==> config.mk <==
export PLATFORM = sky130hd
export DESIGN_NAME = midi_transmitter
export DESIGN_NICKNAME = d
export VERILOG_FILES = /design/src/rtl/midi_pkg.sv /design/src/rtl/midi_baud_tick.sv /design/src/rtl/midi_transmitter.sv
export SDC_FILE = /design/constraint.sdc
export NUM_CORES = 1
export LEC_CHECK = 0
export BUFFER_PORTS_ARGS = -buffer_cell sky130_fd_sc_hd__buf_2
export CAP_MARGIN = 10
export CORE_MARGIN = 5
export CORE_UTILIZATION = 58
export CTS_CLUSTER_DIAMETER = 200
export DETAILED_ROUTE_END_ITERATION = 8
export GPL_ROUTABILITY_DRIVEN = 0
export PLACE_DENSITY_LB_ADDON = 0.25
export SLEW_MARGIN = 20
export SYNTH_ARGS = -nofsm -noshare
export SYNTH_HDL_FRONTEND = slang
export SYNTH_SLANG_ARGS = --single-unit
==> constraint.sdc <==
create_clock -name clock -period 4.27 [get_ports clock]
set_clock_uncertainty 0.1 [all_clocks]
set_input_delay 0.6405 -clock clock [delete_from_list [all_inputs] [get_ports clock]]
set_output_delay 0.6405 -clock clock [all_outputs]
set_load 0.02 [all_outputs]
==> src/rtl/midi_pkg.sv <==
// Shared MIDI transmitter types: FSM states, status-byte range limits and byte-count decode.
package midi_pkg;

  typedef enum logic [1:0] {
    IDLE,
    START,
    DATA,
    STOP
  } tx_state_t;

  localparam logic [7:0] ST_CHANNEL    = 8'h80;
  localparam logic [7:0] ST_TWO_BYTE   = 8'hC0;
  localparam logic [7:0] ST_PITCH_BEND = 8'hE0;
  localparam logic [7:0] ST_SYS_COMMON = 8'hF0;
  localparam logic [7:0] ST_REALTIME   = 8'hF8;

  // Bytes on the wire for a status byte; 0 marks a data byte (not a valid status).
  function automatic logic [1:0] byte_count(input logic [7:0] status);
    if (!status[7])                                           return 2'd0;
    else if (status >= ST_REALTIME)                           return 2'd1;
    else if (status >= ST_TWO_BYTE && status < ST_PITCH_BEND) return 2'd2;
    else                                                      return 2'd3;
  endfunction

endpackage

==> src/rtl/midi_baud_tick.sv <==
// Bit-time counter: tick marks the last clock of each MIDI bit; restart realigns to bit start.
module midi_baud_tick #(
  parameter int CLKS_PER_BIT = 1600
) (
  input  logic clock,
  input  logic clr,
  input  logic restart,
  output logic tick
);

  localparam int CW = $clog2(CLKS_PER_BIT);
  localparam logic [CW-1:0] LAST = CW'(CLKS_PER_BIT - 1);

  logic [CW-1:0] cnt;

  // NOTE: sequential state uses non-blocking assignments so every flop samples pre-edge values.
  always_ff @(posedge clock) begin
    if (clr || restart) cnt <= '0;
    else if (cnt == LAST) cnt <= '0;
    else                  cnt <= cnt + 1'b1;
  end

  assign tick = (cnt == LAST);

endmodule

==> src/rtl/midi_transmitter.sv <==
// MIDI 8N1 serial transmitter for {status, data1, data2} messages.
// Optional running-status compression: define MIDI_TX_RUNNING_STATUS_EN.
module midi_transmitter
  import midi_pkg::*;
#(
  parameter int CLKS_PER_BIT = 1600
) (
  input  logic        clock,
  input  logic        clr,
  input  logic [23:0] msg_bytes,
  input  logic        msg_valid,
  output logic        msg_ready,
  output logic        midi_out,
  output logic        busy,
  output logic        done
);

  tx_state_t   state;
  logic [23:0] msg_q;
  logic [7:0]  shreg;
  logic [2:0]  bit_idx;
  logic [1:0]  byte_idx;
  logic [1:0]  last_idx;
  logic        discard_done;
  logic        tick;
  logic        accept;
  logic        last_cycle;
  logic [7:0]  cur_byte;
  logic [7:0]  status;
  logic [1:0]  count;
  logic [1:0]  first_idx;

  midi_baud_tick #(.CLKS_PER_BIT(CLKS_PER_BIT)) u_baud (
    .clock   (clock),
    .clr     (clr),
    .restart (accept),
    .tick    (tick)
  );

  assign status     = msg_bytes[23:16];
  assign count      = byte_count(status);
  assign last_cycle = (state == STOP) && tick && (byte_idx == last_idx);
  assign msg_ready  = (state == IDLE) || last_cycle;
  assign accept     = msg_valid && msg_ready;
  assign done       = last_cycle || discard_done;
  assign busy       = (state != IDLE);

  always_comb begin
    case (byte_idx)
      2'd0:    cur_byte = msg_q[23:16];
      2'd1:    cur_byte = msg_q[15:8];
      default: cur_byte = msg_q[7:0];
    endcase
  end

`ifdef MIDI_TX_RUNNING_STATUS_EN
  logic [7:0] run_status;
  logic       is_channel;
  logic       is_common;

  assign is_channel = (status >= ST_CHANNEL) && (status < ST_SYS_COMMON);
  assign is_common  = (status >= ST_SYS_COMMON) && (status < ST_REALTIME);
  assign first_idx  = (is_channel && status == run_status) ? 2'd1 : 2'd0;

  always_ff @(posedge clock) begin
    if (clr)                  run_status <= '0;
    else if (accept && is_channel) run_status <= status;
    else if (accept && is_common)  run_status <= '0;
  end
`else
  assign first_idx = 2'd0;
`endif

  // NOTE: reset here is synchronous, so clr is just the highest-priority branch of the edge logic.
  always_ff @(posedge clock) begin
    discard_done <= 1'b0;
    if (clr) begin
      state    <= IDLE;
      midi_out <= 1'b1;
      msg_q    <= '0;
      shreg    <= '0;
      bit_idx  <= '0;
      byte_idx <= '0;
      last_idx <= '0;
    end else if (accept) begin
      if (count == 2'd0) begin
        state        <= IDLE;
        midi_out     <= 1'b1;
        discard_done <= 1'b1;
      end else begin
        state    <= START;
        midi_out <= 1'b0;
        msg_q    <= msg_bytes;
        byte_idx <= first_idx;
        last_idx <= count - 2'd1;
      end
    end else if (tick) begin
      case (state)
        START: begin
          state    <= DATA;
          midi_out <= cur_byte[0];
          shreg    <= cur_byte >> 1;
          bit_idx  <= '0;
        end
        DATA: begin
          if (bit_idx == 3'd7) begin
            state    <= STOP;
            midi_out <= 1'b1;
          end else begin
            bit_idx  <= bit_idx + 1'b1;
            midi_out <= shreg[0];
            shreg    <= shreg >> 1;
          end
        end
        STOP: begin
          // Final stop bit with no new message falls back to idle; otherwise next byte starts immediately.
          if (byte_idx == last_idx) begin
            state    <= IDLE;
            midi_out <= 1'b1;
          end else begin
            byte_idx <= byte_idx + 1'b1;
            state    <= START;
            midi_out <= 1'b0;
          end
        end
        default: begin
          state    <= IDLE;
          midi_out <= 1'b1;
        end
      endcase
    end
  end

endmodule

==> run_results.csv <==
group,metric,value,unit
global_route,grt_overflow,0,
sta,period_needed,2.73,ns
clock_network,path_clk_slew,0.09,ns
die,core_area,4260,um^2
critical_path,cp_max_fo,28,
die,die_w,75.8,um
min_path,min_path_cells,2,
clock_network,cts_sinks,53,
critical_path,start_kind,"register",
min_path,holdPathEnd,"shreg[2]",
clock_network,cts_max_level,2,
status,status,"complete, no violations",
clock_network,cts_root_buf,"clkbuf_8",
global_route,grt_start_max_net_pins,45,
synthesis,yosysUniqueCellTypes,41,
synthesis,syn-cell-area,2510,um^2
global_route,first_global_vias,1996,
cells_and_area,multi_input_area,1290,um^2
cells_and_area,post-route-util,64.5,%
clock_network,clk_latency,0.31,ns
power_and_ir_drop,p_leak,0.00104,uW
synthesis,ys_top_cells_by_area,"dfxtp_1, a21oi_1, nand3_1",
detailed_routing,num_vias,2146,
min_path,hold_start,"shreg[2]",
synthesis,seq_area_frac_synth,42.2,%
cells_and_area,post_route_cells_drive_above_1_share,13.5,%
detailed_routing,wl_per_cell,14.7,um
detailed_routing,drt-initial-drc-count,250,
cells_and_area,syn_to_final_growth,9.46,%
synthesis,synth_common_cells,"dfxtp_1, a21oi_1, nand3_1, o21ai_0, nor2_1",
die,rows,24,
placed_design,port_buffers,30,
sta,holdWs,0.358,ns
detailed_routing,wl,5370,um
synthesis,syn_nets,333,
clock_network,cts_buffers,5,
synthesis,synth_area_per_cell,8.52,um^2
synthesis,async_reset_ff_share,0,%
critical_path,r2r_slack,1.54,ns
synthesis,synth_top_area_share,42.2,%
flow_run,cap_violations,0,
min_path,hold_class,"reg2reg",
die,dieArea,5750,um^2
die,die_h,75.8,um
critical_path,reg2regPathDepth,6,
critical_path,endpoint_kind,"register",
synthesis,synth_ff_type,"dfxtp_1",
critical_path,r2r_start,"u_baud.cnt[0]",
die,io_pins,31,
sta,rsz0062_at_grt,"false",
sta,slew_headroom,35.5,%
die,initial_core_util,58.9,%
global_route,antenna_found_initial,0,
cells_and_area,fin_nets,349,
clock_network,cts_setup_buffers,0,
detailed_routing,drc,0,
cells_and_area,final.fill_count,380,
sta,setup_tns,0,ns
power_and_ir_drop,peakVddDrop,230,uV
clock_network,cts_hold_buffers,0,
power_and_ir_drop,p_per_area,371,nW/um^2
synthesis,ys_ff_latch,53,
sta,report.final.slew_viol_count,0,
synthesis,synth_edf_count,0,
sta,worstMarginPinSlew,0.967,ns
synthesis,synth_most_common_cell,"dfxtp_1",
critical_path,arrival,2.84,ns
clock_network,post_cts_resize_count,0,
critical_path,crit_type,"reg2reg",
detailed_routing,vias_per_cell,5.90,
sta,setup_viol,0,
detailed_routing,drtPass1Iterations,5,
detailed_routing,drtAntennaViolNets,0,
clock_network,clockBufferDepth,2,
critical_path,reg2reg_to,"last_idx[1]",
synthesis,yosysWarnings,0,
global_route,grt_usage,19.8,%
synthesis,yosys.area.top_type,"dfxtp_1",
cells_and_area,ff_latch_area,1060,um^2
clock_network,cts_tree,"done",
sta,finalCritPeriodShare,63.8,%
sta,fmaxAchievable,0.367,GHz
synthesis,postSynthCellCount,295,
placed_design,dp.final_hpwl,3620,um
critical_path,cp.required,4.39,ns
cells_and_area,antenna_cells,0,
sta,hold_viol,0,
global_route,grt_pass1_wl,8830,um
## power by group
part           switching (uW)  internal (uW)
logic                    91.4           50.6
clock network             157            191
registers                13.6            517
total                     262            759
## final cells by class
class                           instances  area share (%)
Clock buffer                            7            3.14
Clock inverter                          1            1.09
Inverter                               17            2.32
Multi-Input combinational cell        203            46.8
Sequential cell                        53            38.6
Tap cell                               52            2.36
Timing Repair Buffer                   31            5.73
## how the worst max path moves through the flow
stage                              from     endpoint  slack [ns]  cells past startpoint
after floorplan           u_baud.cnt[0]    msg_ready        2.19                      4
after global placement    msg_bytes[22]     msg_q[6]        1.52                      8
after detailed placement  msg_bytes[21]     msg_q[6]        1.47                      7
after CTS                 u_baud.cnt[0]     state[1]        1.58                      6
after global routing      u_baud.cnt[0]  last_idx[1]        1.36                      6
final                     u_baud.cnt[0]  last_idx[1]        1.54                      6
## layout by cell type, fill, tap and decap left out, types with 7 or more instances in the layout
cell / count
a21oi_1: 33
o21ai_0: 28
a211oi_1: 9
ha_1: 11
a211o_1: 7
buf_2: 30
inv_1: 16
nor2_1: 18
xor2_1: 7
nand2_1: 11
a22o_1: 7
dfxtp_1: 53
nand3_1: 31
## registers in the layout, indices dropped and copies added, names as in the netlist
name          count
bit_idx           3
byte_idx          2
discard_done      1
last_idx          2
midi_out          1
msg_q            24
shreg             7
state             2
u_baud.cnt       11
## worst max-delay path, cell delays in order, from the launching register on
cell and delay, ns:
dfxtp_1 0.38, ha_1 0.22, and2_1 0.18, and4_1 0.47, a41o_1 0.89, a21oi_1 0.15
a211oi_1 0.24
## per-stage QoR
stage,total power (uW),setup WS [ns],cell area [um^2],cells
4_1_cts,1030,1.58,2740,364
6_report,1020,1.54,2750,364
5_1_grt,1070,1.36,2750,364
3_3_place_gp,679,1.52,2620,356
2_1_floorplan,647,2.19,2510,295
3_5_place_dp,681,1.47,2620,356
## metal layers
layer  wire length [um]  track usage, %
met1               2400            25.1
met2               2560            32.8
met3                313            4.88
met4                101            6.80
met5                  0               0
## kinds of logic (layout without fill, tap and decap cells)
family	after synthesis	in the layout	share of synthesized area (%)
multiplexers	1	1	0.398
XOR/XNOR	11	11	3.83
adder cells (fa/ha/maj)	11	11	5.48
AO/OA/AOI/OAI	99	99	24.9
flip-flops	53	53	42.2
buffers and inverters	39	56	7.02
AND/OR/NAND/NOR	81	81	16.1
No activity file was read; power rests on OpenSTA's default activity.
